<file path="src/rtl/alu_pkg.sv">
// Shared types for the ALU arbiter: opcodes, flag/tag layouts and arbiter states.
package alu_pkg;

  typedef enum logic [3:0] {
    ALU_ADD     = 4'd0,
    ALU_SUB     = 4'd1,
    ALU_MUL     = 4'd2,
    ALU_DIV     = 4'd3,
    ALU_AND     = 4'd4,
    ALU_OR      = 4'd5,
    ALU_XOR     = 4'd6,
    ALU_NOT     = 4'd7,
    ALU_SHL     = 4'd8,
    ALU_SHR     = 4'd9,
    ALU_INC     = 4'd10,
    ALU_DEC     = 4'd11,
    ALU_ZERO    = 4'd12,
    ALU_ILLEGAL = 4'd13   // first of the undefined opcodes 13..15
  } alu_op_e;

  localparam logic [3:0] OP_ZERO = ALU_ZERO;
  localparam int TAG_ID_W = 3;  // enough for up to 8 requesters

  typedef struct packed {
    logic z;
    logic c;
    logic v;
    logic n;
  } alu_flags_t;

  typedef struct packed {
    logic                valid;
    logic [TAG_ID_W-1:0] id;
    logic                err;
  } alu_tag_t;

  typedef enum logic {
    ST_ARB    = 1'b0,
    ST_LOCKED = 1'b1
  } arb_state_e;

  function automatic logic op_is_illegal(input logic [3:0] sel);
    return sel >= ALU_ILLEGAL;
  endfunction

endpackage

</file>
<file path="src/rtl/alu_rr_arbiter.sv">
// Round-robin grant over N requesters; force_en restricts the search to force_mask.
module alu_rr_arbiter
#(
  parameter int N     = 4,
  parameter int PTR_W = $clog2(N)
)
(
  input  logic             CLK,
  input  logic             RST,
  input  logic [N-1:0]     req,
  input  logic             force_en,
  input  logic [N-1:0]     force_mask,
  output logic [N-1:0]     grant,
  output logic [PTR_W-1:0] grant_idx,
  output logic             grant_any
);

  logic [PTR_W-1:0] ptr_q;
  logic [PTR_W-1:0] ptr_d;
  logic [N-1:0]     eff_req;
  logic [PTR_W:0]   sum;
  logic [PTR_W-1:0] idx;

  always_comb begin
    eff_req   = force_en ? (req & force_mask) : req;
    grant     = '0;
    grant_idx = '0;
    grant_any = 1'b0;
    sum       = '0;
    idx       = '0;
    for (int k = 0; k < N; k++) begin
      sum = {1'b0, ptr_q} + (PTR_W+1)'(k);
      if (sum >= (PTR_W+1)'(N)) begin
        sum = sum - (PTR_W+1)'(N);
      end
      idx = sum[PTR_W-1:0];
      if (!grant_any && eff_req[idx]) begin
        grant[idx] = 1'b1;
        grant_idx  = idx;
        grant_any  = 1'b1;
      end
    end
  end

  // Pointer follows every grant, so a locked owner leaves it at owner+1 on exit.
  always_comb begin
    ptr_d = ptr_q;
    if (grant_any) begin
      ptr_d = (grant_idx == PTR_W'(N-1)) ? '0 : grant_idx + 1'b1;
    end
  end

  always_ff @(posedge CLK or negedge RST) begin
    if (!RST) begin
      ptr_q <= '0;
    end else begin
      ptr_q <= ptr_d;
    end
  end

endmodule

</file>
<file path="src/rtl/alu_arbiter.sv">
// Shares one pipelined ALU among NUM_REQ requesters with round-robin/lock arbitration
// and routes each result back to its issuer through a latency-matched tag pipe.
module alu_arbiter
  import alu_pkg::*;
#(
  parameter int WIDTH       = 12,
  parameter int NUM_REQ     = 4,
  parameter int ALU_LATENCY = 2,
  parameter int MAX_LOCK    = 8
)
(
  input  logic                            CLK,
  input  logic                            RST,
  input  logic [NUM_REQ-1:0]              req_valid,
  input  logic [NUM_REQ-1:0]              req_lock,
  input  logic [NUM_REQ-1:0][WIDTH-1:0]   req_a,
  input  logic [NUM_REQ-1:0][WIDTH-1:0]   req_b,
  input  logic [NUM_REQ-1:0][3:0]         req_sel,
  output logic [NUM_REQ-1:0]              req_ready,
  output logic [WIDTH-1:0]                alu_a,
  output logic [WIDTH-1:0]                alu_b,
  output logic [3:0]                      alu_sel,
  input  logic [WIDTH-1:0]                alu_f,
  input  logic                            alu_z,
  input  logic                            alu_c,
  input  logic                            alu_v,
  input  logic                            alu_n,
  output logic [NUM_REQ-1:0]              rsp_valid,
  output logic [WIDTH-1:0]                rsp_f,
  output logic [3:0]                      rsp_flags,
  output logic                            rsp_err,
  output logic                            locked
);

  localparam int PTR_W  = $clog2(NUM_REQ);
  localparam int CNT_W  = $clog2(MAX_LOCK + 1);
  localparam int STAGES = ALU_LATENCY + 1;

  arb_state_e         state_q, state_d;
  logic [PTR_W-1:0]   owner_q, owner_d;
  logic [CNT_W-1:0]   lock_cnt_q, lock_cnt_d;
  logic [WIDTH-1:0]   alu_a_q, alu_a_d;
  logic [WIDTH-1:0]   alu_b_q, alu_b_d;
  logic [3:0]         alu_sel_q, alu_sel_d;
  alu_tag_t           tag_q [STAGES];
  alu_tag_t           tag_d [STAGES];
  logic [NUM_REQ-1:0] rsp_valid_q, rsp_valid_d;
  logic [WIDTH-1:0]   rsp_f_q, rsp_f_d;
  alu_flags_t         rsp_flags_q, rsp_flags_d;
  logic               rsp_err_q, rsp_err_d;

  logic [NUM_REQ-1:0] gnt;
  logic [PTR_W-1:0]   gnt_idx;
  logic               gnt_any;
  logic [NUM_REQ-1:0] owner_mask;
  logic [3:0]         gnt_sel;
  logic               gnt_illegal;
  alu_tag_t           last_tag;

  assign owner_mask = NUM_REQ'(1) << owner_q;

  alu_rr_arbiter #(
    .N     (NUM_REQ),
    .PTR_W (PTR_W)
  ) u_rr (
    .CLK        (CLK),
    .RST        (RST),
    .req        (req_valid),
    .force_en   (state_q == ST_LOCKED),
    .force_mask (owner_mask),
    .grant      (gnt),
    .grant_idx  (gnt_idx),
    .grant_any  (gnt_any)
  );

  always_comb begin
    state_d    = state_q;
    owner_d    = owner_q;
    lock_cnt_d = lock_cnt_q;
    case (state_q)
      ST_ARB: begin
        if (gnt_any && req_lock[gnt_idx] && (MAX_LOCK > 1)) begin
          state_d    = ST_LOCKED;
          owner_d    = gnt_idx;
          lock_cnt_d = CNT_W'(1);
        end
      end
      ST_LOCKED: begin
        if (gnt_any) begin
          if (!req_lock[owner_q] || (lock_cnt_q == CNT_W'(MAX_LOCK - 1))) begin
            state_d    = ST_ARB;
            lock_cnt_d = '0;
          end else begin
            lock_cnt_d = lock_cnt_q + 1'b1;
          end
        end else if (!req_valid[owner_q]) begin
          state_d    = ST_ARB;
          lock_cnt_d = '0;
        end
      end
      default: begin
        state_d    = ST_ARB;
        lock_cnt_d = '0;
      end
    endcase
  end

  // Illegal opcodes go to the ALU as ZERO; the error rides along in the tag.
  always_comb begin
    gnt_sel     = req_sel[gnt_idx];
    gnt_illegal = op_is_illegal(gnt_sel);
    alu_a_d     = alu_a_q;
    alu_b_d     = alu_b_q;
    alu_sel_d   = OP_ZERO;
    if (gnt_any) begin
      alu_a_d   = req_a[gnt_idx];
      alu_b_d   = req_b[gnt_idx];
      alu_sel_d = gnt_illegal ? OP_ZERO : gnt_sel;
    end
    tag_d[0].valid = gnt_any;
    tag_d[0].id    = TAG_ID_W'(gnt_idx);
    tag_d[0].err   = gnt_any & gnt_illegal;
    for (int s = 1; s < STAGES; s++) begin
      tag_d[s] = tag_q[s-1];
    end
  end

  // The last tag stage lines up with alu_f; capture on the following edge.
  always_comb begin
    last_tag    = tag_q[STAGES-1];
    rsp_valid_d = '0;
    rsp_f_d     = rsp_f_q;
    rsp_flags_d = rsp_flags_q;
    rsp_err_d   = rsp_err_q;
    if (last_tag.valid) begin
      rsp_valid_d   = NUM_REQ'(1) << last_tag.id;
      rsp_f_d       = alu_f;
      rsp_flags_d.z = alu_z;
      rsp_flags_d.c = alu_c;
      rsp_flags_d.v = alu_v;
      rsp_flags_d.n = alu_n;
      rsp_err_d     = last_tag.err;
    end
  end

  always_ff @(posedge CLK or negedge RST) begin
    if (!RST) begin
      state_q     <= ST_ARB;
      owner_q     <= '0;
      lock_cnt_q  <= '0;
      alu_a_q     <= '0;
      alu_b_q     <= '0;
      alu_sel_q   <= OP_ZERO;
      for (int s = 0; s < STAGES; s++) begin
        tag_q[s] <= '0;
      end
      rsp_valid_q <= '0;
      rsp_f_q     <= '0;
      rsp_flags_q <= '0;
      rsp_err_q   <= 1'b0;
    end else begin
      state_q     <= state_d;
      owner_q     <= owner_d;
      lock_cnt_q  <= lock_cnt_d;
      alu_a_q     <= alu_a_d;
      alu_b_q     <= alu_b_d;
      alu_sel_q   <= alu_sel_d;
      for (int s = 0; s < STAGES; s++) begin
        tag_q[s] <= tag_d[s];
      end
      rsp_valid_q <= rsp_valid_d;
      rsp_f_q     <= rsp_f_d;
      rsp_flags_q <= rsp_flags_d;
      rsp_err_q   <= rsp_err_d;
    end
  end

  assign req_ready = gnt;
  assign alu_a     = alu_a_q;
  assign alu_b     = alu_b_q;
  assign alu_sel   = alu_sel_q;
  assign rsp_valid = rsp_valid_q;
  assign rsp_f     = rsp_f_q;
  assign rsp_flags = rsp_flags_q;
  assign rsp_err   = rsp_err_q;
  assign locked    = (state_q == ST_LOCKED);

endmodule

</file>
<file path="config.mk">
export PLATFORM = sky130hd
export DESIGN_NAME = alu_arbiter
export DESIGN_NICKNAME = d
export VERILOG_FILES = /design/src/rtl/alu_pkg.sv /design/src/rtl/alu_rr_arbiter.sv /design/src/rtl/alu_arbiter.sv
export SDC_FILE = /design/constraint.sdc
export NUM_CORES = 1
export LEC_CHECK = 0
export BUFFER_PORTS_ARGS = -buffer_cell sky130_fd_sc_hd__buf_2
export CAP_MARGIN = 20
export CORE_MARGIN = 4
export CORE_UTILIZATION = 51
export DETAILED_ROUTE_END_ITERATION = 10
export GPL_ROUTABILITY_DRIVEN = 0
export PLACE_DENSITY = 0.86
export RECOVER_POWER = 25
export REMOVE_ABC_BUFFERS = 1
export SETUP_SLACK_MARGIN = 0.05
export SLEW_MARGIN = 5
export SYNTH_ARGS = -nofsm -noshare
export SYNTH_HDL_FRONTEND = slang
export SYNTH_SLANG_ARGS = --single-unit
export TNS_END_PERCENT = 1
</file>
<file path="constraint.sdc">
create_clock -name CLK -period 6.7 [get_ports CLK]
set_input_delay 1.34 -clock CLK [delete_from_list [all_inputs] [get_ports CLK]]
set_output_delay 1.34 -clock CLK [all_outputs]
set_load 0.01 [all_outputs]
</file>
==> results.cfg, run 1 <==
[setup_path]
criticalPathCategory = flop to output pin
worst-endpoint-arrival_ns = 3.33
worst_r2r_endpoint = alu_a[7]
path_max_fanout = 25
critical_path.reg2reg.startpoint = u_rr.ptr_q[0]
critical_path_required_ns = 5.36
worst_r2r_path_depth = 10
critPathCaptureType = output pin
nature_of_the_critical_path_startpoint = flop
r2r_slack_ns = 2.21

[cts]
total_cts_buffers = 9
clock_latency_ns = 0.35
path_clk_slew_ns = 0.08
hold_fix_buffers_cts = 0
post_cts_resize_count = 0
cts.sink_count = 70
cts.repair_timing.setup_buffer_count = 0
htreeDepth = 3
buffer_cell_driving_the_clock_tree_root = sky130_fd_sc_hd__clkbuf_8
tritoncts = done
cts.path.max_buffers = 2

[synth]
yosysWarningCount = 0
synth_area_per_cell_um2 = 11.4
count_of_flip_flops_with_a_built_in_enable_after_synthesis = 0
ys_seq_area_share_pct = 42.4
synth_area_mm2 = 0.00414
ys_dominant_reg_cell = sky130_fd_sc_hd__dfrtp_1
yosys.cell_types.count = 66
ys_seq_elements = 70
ys_async_sr_fraction_pct = 100
netlist_instances = 364

[grt]
global_route_wire_length_before_repair_mm = 18.2
track_usage_pct = 23.2
antenna_violations_before_repair = 0
first_global_vias = 3903
pin_count_of_the_biggest_net_entering_global_routing = 71
grt_overflow_total = 0

[sta]
final.min_clock_period_ns = 4.67
timing_worst_slew_pin_value_ns = 3.55
fmax_mhz = 214
finalHoldViolations = 0
setup_slack_ns = 2.03
final.setup_skew_ns = 0.0126
fin_crit_sh_pct = 69.6
rsz0062_at_grt = no
max_slew_margin_pct = -137
setup_violations = 0
drv_slew = 71
final_layout_setup_total_negative_slack_ns = 0

[power]
peakVddDrop_uv = 283
pd_cells_mw_per_mm2 = 596
total_leakage_power_nw = 2.61

[routing]
detail_route.wl_per_cell_um = 17.1
final_antenna_net_count = 0
drc = 0
drtIter0Drc = 148
detail_route.wirelength_mm = 11.1
vias = 3767
drt-vias-per-instance = 5.78
dr.pass1.iters = 5

[min_path]
holdPathEnd = tag_d[1]
hp-class = flop to flop
holdPathStages = 0
hold_path.startpoint = tag_d[6]

[die]
die-area_mm2 = 0.00962
coreArea_mm2 = 0.00781
floorplan.initialDensity_pct = 53.0
die_h_um = 98.1
io_pins = 192
fp.dieW_um = 98.1
placementRows = 32

[cells_and_area]
nNetsFinal = 688
antenna_cells = 0
share_of_final_layout_standard_cells_stronger_than_drive_strength_1_pct = 47.3
fin_area_mm2 = 0.00526
final.fill_count = 633
flow.area_growth_from_synthesis_pct = 26.9

[placed_design]
placement.io_buffers = 191
detailedPlacementHpwl_mm = 8.49
dp_slack_ns = 2.30
placement.cell_area_mm2 = 0.00507

[run_status]
run_status = finished with violations
violations = max-capacitance violations, max-slew violations

[run]
maxCapViolations = 1
[worst max-delay path, stage by stage, from the launching register on]
cell and delay (ns):
sky130_fd_sc_hd__dfrtp_1 0.94, sky130_fd_sc_hd__inv_1 0.35, sky130_fd_sc_hd__ha_1 0.41, sky130_fd_sc_hd__inv_1 0.16
sky130_fd_sc_hd__o2111ai_1 0.19, sky130_fd_sc_hd__o31ai_4 0.14, sky130_fd_sc_hd__a21boi_0 0.47, sky130_fd_sc_hd__nand2_1 0.11
sky130_fd_sc_hd__nand2_1 0.08, sky130_fd_sc_hd__buf_2 0.13
[routing by layer]
metal	share of wire (%)	routed length, um	GRT usage [%]	up-vias
met1	40	4450	28.6	1777
li1	-	-	-	1757
met2	50	5520	39.8	200
met4	3.1	340	10.0	0
met3	7.3	815	4.36	33
met5	0	0	0	-
[how the worst max path moves through the flow]
stage	endpoint	startpoint	cells past startpoint	slack [ns]
final	req_ready[0]	u_rr.ptr_q[0]	9	2.03
after global routing	owner_q[1]	RST	1	1.59
after CTS	req_ready[0]	u_rr.ptr_q[0]	9	2.12
after detailed placement	alu_a[0]	req_valid[0]	9	2.30
after global placement	req_ready[3]	req_valid[2]	9	2.40
after floorplan	tag_d[5]	req_valid[2]	8	2.13
[report_power, final]
part	internal, mW	switching [mW]	total (mW)
clock	0.142	0.177	0.319
sequential	0.617	0.146	0.763
combinational	0.898	1.15	2.05
total	1.66	1.48	3.13
[cells in the mapped netlist (2+ instances only)]
cell type	count	area [um2]
sky130_fd_sc_hd__nand3_1	8	40.0
sky130_fd_sc_hd__o31ai_1	3	22.5
sky130_fd_sc_hd__buf_6	5	56.3
sky130_fd_sc_hd__clkbuf_1	6	22.5
sky130_fd_sc_hd__mux2_2	18	203
sky130_fd_sc_hd__inv_1	7	26.3
sky130_fd_sc_hd__nand2_1	23	86.3
sky130_fd_sc_hd__a31o_1	3	26.3
sky130_fd_sc_hd__o21ai_1	2	10.0
sky130_fd_sc_hd__buf_4	5	37.5
sky130_fd_sc_hd__a211oi_1	3	22.5
sky130_fd_sc_hd__o21ai_0	10	50.1
sky130_fd_sc_hd__a21boi_0	3	22.5
sky130_fd_sc_hd__dfrtp_1	68	1700
sky130_fd_sc_hd__a221oi_2	18	270
sky130_fd_sc_hd__o211ai_1	6	45.0
sky130_fd_sc_hd__dfstp_2	2	52.6
sky130_fd_sc_hd__a21oi_1	5	25.0
sky130_fd_sc_hd__nand4bb_1	2	22.5
sky130_fd_sc_hd__buf_2	6	30.0
sky130_fd_sc_hd__nor3_1	3	15.0
sky130_fd_sc_hd__and2_1	3	18.8
sky130_fd_sc_hd__a32oi_1	2	17.5
sky130_fd_sc_hd__nor2_1	31	116
sky130_fd_sc_hd__and3_1	7	43.8
sky130_fd_sc_hd__inv_2	3	11.3
sky130_fd_sc_hd__mux2i_1	58	581
sky130_fd_sc_hd__a221oi_1	6	52.6
sky130_fd_sc_hd__a222oi_1	4	40.0
sky130_fd_sc_hd__o2111ai_1	2	17.5
sky130_fd_sc_hd__xnor2_1	3	26.3
sky130_fd_sc_hd__ha_1	5	62.6
[final cells by class]
class / instances / area (um2) / share of cell area, %
clock buffers: 9 / 124 / 2.36
clock inverters: 7 / 61.3 / 1.17
inverters: 10 / 37.5 / 0.714
multi-input cells: 261 / 2180 / 41.5
flip-flops and latches: 70 / 1750 / 33.4
well taps: 102 / 128 / 2.43
repair buffers: 193 / 968 / 18.4
[cells in the final DEF (no fill, tap or decap), types with 8 or more instances in the layout]
cell / synthesis / layout
sky130_fd_sc_hd__nand3_1: 8 / 8
sky130_fd_sc_hd__buf_2: 6 / 189
sky130_fd_sc_hd__a221oi_2: 18 / 18
sky130_fd_sc_hd__dfrtp_1: 68 / 68
sky130_fd_sc_hd__nor2_1: 31 / 31
sky130_fd_sc_hd__mux2i_1: 58 / 58
sky130_fd_sc_hd__o21ai_0: 10 / 10
sky130_fd_sc_hd__clkbuf_8: 0 / 9
sky130_fd_sc_hd__mux2_2: 18 / 18
sky130_fd_sc_hd__nand2_1: 23 / 23
[stage by stage]
stage / hold WS, ns / power (mW) / util (%) / std cells
after floorplan: 0.331 / 2.31 / - / 341
after global placement: 0.333 / 2.73 / 65.0 / 636
after detailed placement: 0.335 / 2.82 / 65.0 / 636
after CTS: 0.354 / 3.14 / 67.4 / 652
after global routing: 0.360 / 3.37 / 67.3 / 652
final: 0.351 / 3.13 / 67.3 / 652
[registers in the layout, summed over array words and instances, names as in the netlist, 2 cells and up]
signal,count
alu_a,12
alu_b,12
rsp_f,12
tag_d,8
alu_sel,4
last_tag,4
lock_cnt_q,4
rsp_flags,4
rsp_valid,4
owner_q,2
u_rr.ptr_q,2
[cells by family (layout without fill, tap and decap cells)]
logic type      count (synthesis)  in the layout  synth area share (%)
simple gates                   87             87                  10.2
fa+ha+maj                       5              5                  1.51
xor+xnor                        3              3                 0.635
compound gates                 87             87                  20.3
flops                          70             70                  42.4
buf+inv                        33            219                  4.93
mux                            79             79                  20.1
No activity file was read; power rests on OpenSTA's default activity.
==> inputs of run 2 (changes only) <==
ABC_AREA = 1   (was unset)
CORE_UTILIZATION = 47   (was 51)
PLACE_DENSITY = 0.81   (was 0.86)
clock period = 4.8 ns   (was 6.7 ns; I/O delays follow)
==> results.cfg, run 2 <==
[die]
die-area_mm2 = 0.00992
placementRows = 33
floorplan.initialDensity_pct = 48.3
io_pins = 192
fp.dieW_um = 99.6
die_h_um = 99.6
coreArea_mm2 = 0.00818

[cts]
total_cts_buffers = 9
cts.repair_timing.setup_buffer_count = 0
path_clk_slew_ns = 0.08
cts.sink_count = 70
clock_latency_ns = 0.34
cts.path.max_buffers = 2
buffer_cell_driving_the_clock_tree_root = sky130_fd_sc_hd__clkbuf_8
hold_fix_buffers_cts = 0
htreeDepth = 3
tritoncts = done
post_cts_resize_count = 0

[sta]
final.min_clock_period_ns = 3.65
rsz0062_at_grt = no
fmax_mhz = 274
setup_violations = 0
final.setup_skew_ns = 0.0102
fin_crit_sh_pct = 76.0
max_slew_margin_pct = 29.1
finalHoldViolations = 0
final_layout_setup_total_negative_slack_ns = 0
drv_slew = 0
timing_worst_slew_pin_value_ns = 1.06

[cells_and_area]
antenna_cells = 0
multi_input_comb_area_mm2 = 0.00190
final.fill_count = 754
most_common_cell_after_layout_fill_and_taps_aside = sky130_fd_sc_hd__buf_2
nNetsFinal = 880
area.sequential_mm2 = 0.00175
flow.area_growth_from_synthesis_pct = 30.3
layout.cells.most_common_list = 190 x sky130_fd_sc_hd__buf_2, 180 x sky130_fd_sc_hd__nand2_1, 83 x sky130_fd_sc_hd__nor2_1
share_of_final_layout_standard_cells_stronger_than_drive_strength_1_pct = 30.6

[routing]
dr.pass1.iters = 5
detail_route.wl_per_cell_um = 13.2
vias = 4343
drtIter0Drc = 180
final_antenna_net_count = 0
detail_route.wirelength_mm = 11.2
drt-vias-per-instance = 5.13
drc = 0

[power]
power.internal_mw = 2.29
peakVddDrop_uv = 403
p_sw_mw = 2.61
sequentialPowerShare_pct = 21.1
p_clk_share_pct = 11.0
total_leakage_power_nw = 2.87
sw_frac_of_total_pct = 53.2
report.power.total_mw = 4.90
comb_power_share_pct = 67.9
pd_cells_mw_per_mm2 = 953

[synth]
synth_area_mm2 = 0.00395
ys_seq_elements = 70
netlist.top_cell.by_area = sky130_fd_sc_hd__dfrtp_1
netlist_instances = 560
ys_seq_area_share_pct = 44.5
synth_area_per_cell_um2 = 7.04
synth_top_area_share_pct = 43.1
netlist_top_cells_count = 181 x sky130_fd_sc_hd__nand2_1, 83 x sky130_fd_sc_hd__nor2_1, 68 x sky130_fd_sc_hd__dfrtp_1
ys_async_sr_fraction_pct = 100
post_synth_main_area_contributors = sky130_fd_sc_hd__dfrtp_1 43%, sky130_fd_sc_hd__nand2_1 17%, sky130_fd_sc_hd__nor2_1 7.9%
leading_cell_type_by_number_of_instances_after_synthesis = sky130_fd_sc_hd__nand2_1
ys_dominant_reg_cell = sky130_fd_sc_hd__dfrtp_1
yosys.cell_types.count = 29
yosysWarningCount = 0
count_of_flip_flops_with_a_built_in_enable_after_synthesis = 0

[grt]
grt_overflow_total = 0
pin_count_of_the_biggest_net_entering_global_routing = 57
track_usage_pct = 22.2
antenna_violations_before_repair = 0
global_route_wire_length_before_repair_mm = 18.1
first_global_vias = 4117

[min_path]
hp-class = flop to flop

[run]
maxCapViolations = 0

[setup_path]
critical_path_required_ns = 3.84
path_max_fanout = 9
critPathCaptureType = output pin
criticalPathCategory = flop to output pin
nature_of_the_critical_path_startpoint = flop
worst-endpoint-arrival_ns = 2.69

[placed_design]
placement.io_buffers = 191
detailedPlacementHpwl_mm = 8.42

[run_status]
run_status = finished, final reports clean
run 2: changes by cell type in the layout (fill, tap and decap cells not counted), moves of 23 or more:
cell,previous run,this run
sky130_fd_sc_hd__mux2i_1,58,0
sky130_fd_sc_hd__o21ai_1,2,46
sky130_fd_sc_hd__o21ai_0,10,36
sky130_fd_sc_hd__inv_1,7,30
sky130_fd_sc_hd__nor2_1,31,83
sky130_fd_sc_hd__nand2_1,23,180
sky130_fd_sc_hd__nand3_1,8,35
run 2: final timing paths:
check                                to  slack (ns)     startpoint  cells past startpoint
max reg2reg                    alu_b[8]        1.26  u_rr.ptr_q[0]                     15
min in group asynchronous      rsp_f[2]        0.78            RST                      1
max in group asynchronous      alu_b[6]        2.81            RST                      2
min reg2reg                    tag_d[1]        0.34       tag_d[6]                      0
min                            tag_d[1]        0.34       tag_d[6]                      0
max                        req_ready[0]        1.15  u_rr.ptr_q[0]                     10
run 2: layout make-up:
type                            count  share of cell area, %
Clock buffer                       10                   2.68
Clock inverter                      6                   1.83
Inverter                           37                   2.70
Multi-Input combinational cell    424                   37.0
Sequential cell                    70                   34.1
Tap cell                          105                   2.56
Timing Repair Buffer              195                   19.2
run 2: stage by stage:
step                      hold WS [ns]  instances  worst slack [ns]  instance area [um2]  util [%]
final                            0.344        847              1.15                 5140      62.9
after global routing             0.349        847             0.911                 5140      62.9
after CTS                        0.352        847              1.21                 5140      62.9
after detailed placement         0.335        831              1.22                 4910      60.1
after global placement           0.332        831              1.37                 4910      60.1
after floorplan                  0.331        531             0.731                 3790         -
run 2: power by group through the flow:
stage,registers [mW],logic [mW],clock network (mW)
5_1_grt,1.06,3.82,0.575
3_3_place_gp,1.03,3.19,0
3_5_place_dp,1.04,3.36,0
4_1_cts,1.03,3.36,0.549
6_report,1.04,3.33,0.538
2_1_floorplan,1.10,2.33,0
run 2: kinds of logic after synthesis:
family | share of synthesized area [%]
simple gates | 33.2
buf+inv | 7.45
flops | 44.5
fa+ha+maj | 1.59
compound gates | 12.8
xor+xnor | 0.444
run 2: critical path, cell delays in order (launching register included):
cell and delay, ns:
sky130_fd_sc_hd__dfrtp_1 0.56, sky130_fd_sc_hd__inv_2 0.18, sky130_fd_sc_hd__ha_1 0.40, sky130_fd_sc_hd__inv_1 0.12, sky130_fd_sc_hd__nand3_1 0.09, sky130_fd_sc_hd__nand2_2 0.15
sky130_fd_sc_hd__inv_2 0.05, sky130_fd_sc_hd__nor3_1 0.39, sky130_fd_sc_hd__a21oi_1 0.14, sky130_fd_sc_hd__o21ai_0 0.11, sky130_fd_sc_hd__buf_2 0.16
run 2: metal layers:
layer  up-vias  share of wire, %  global-route usage, %
met3        27               7.8                   4.98
met5         -                 0                      0
met4         0               2.6                   10.2
met1      1985                41                   26.4
li1       2151                 -                      -
met2       180                49                   38.2
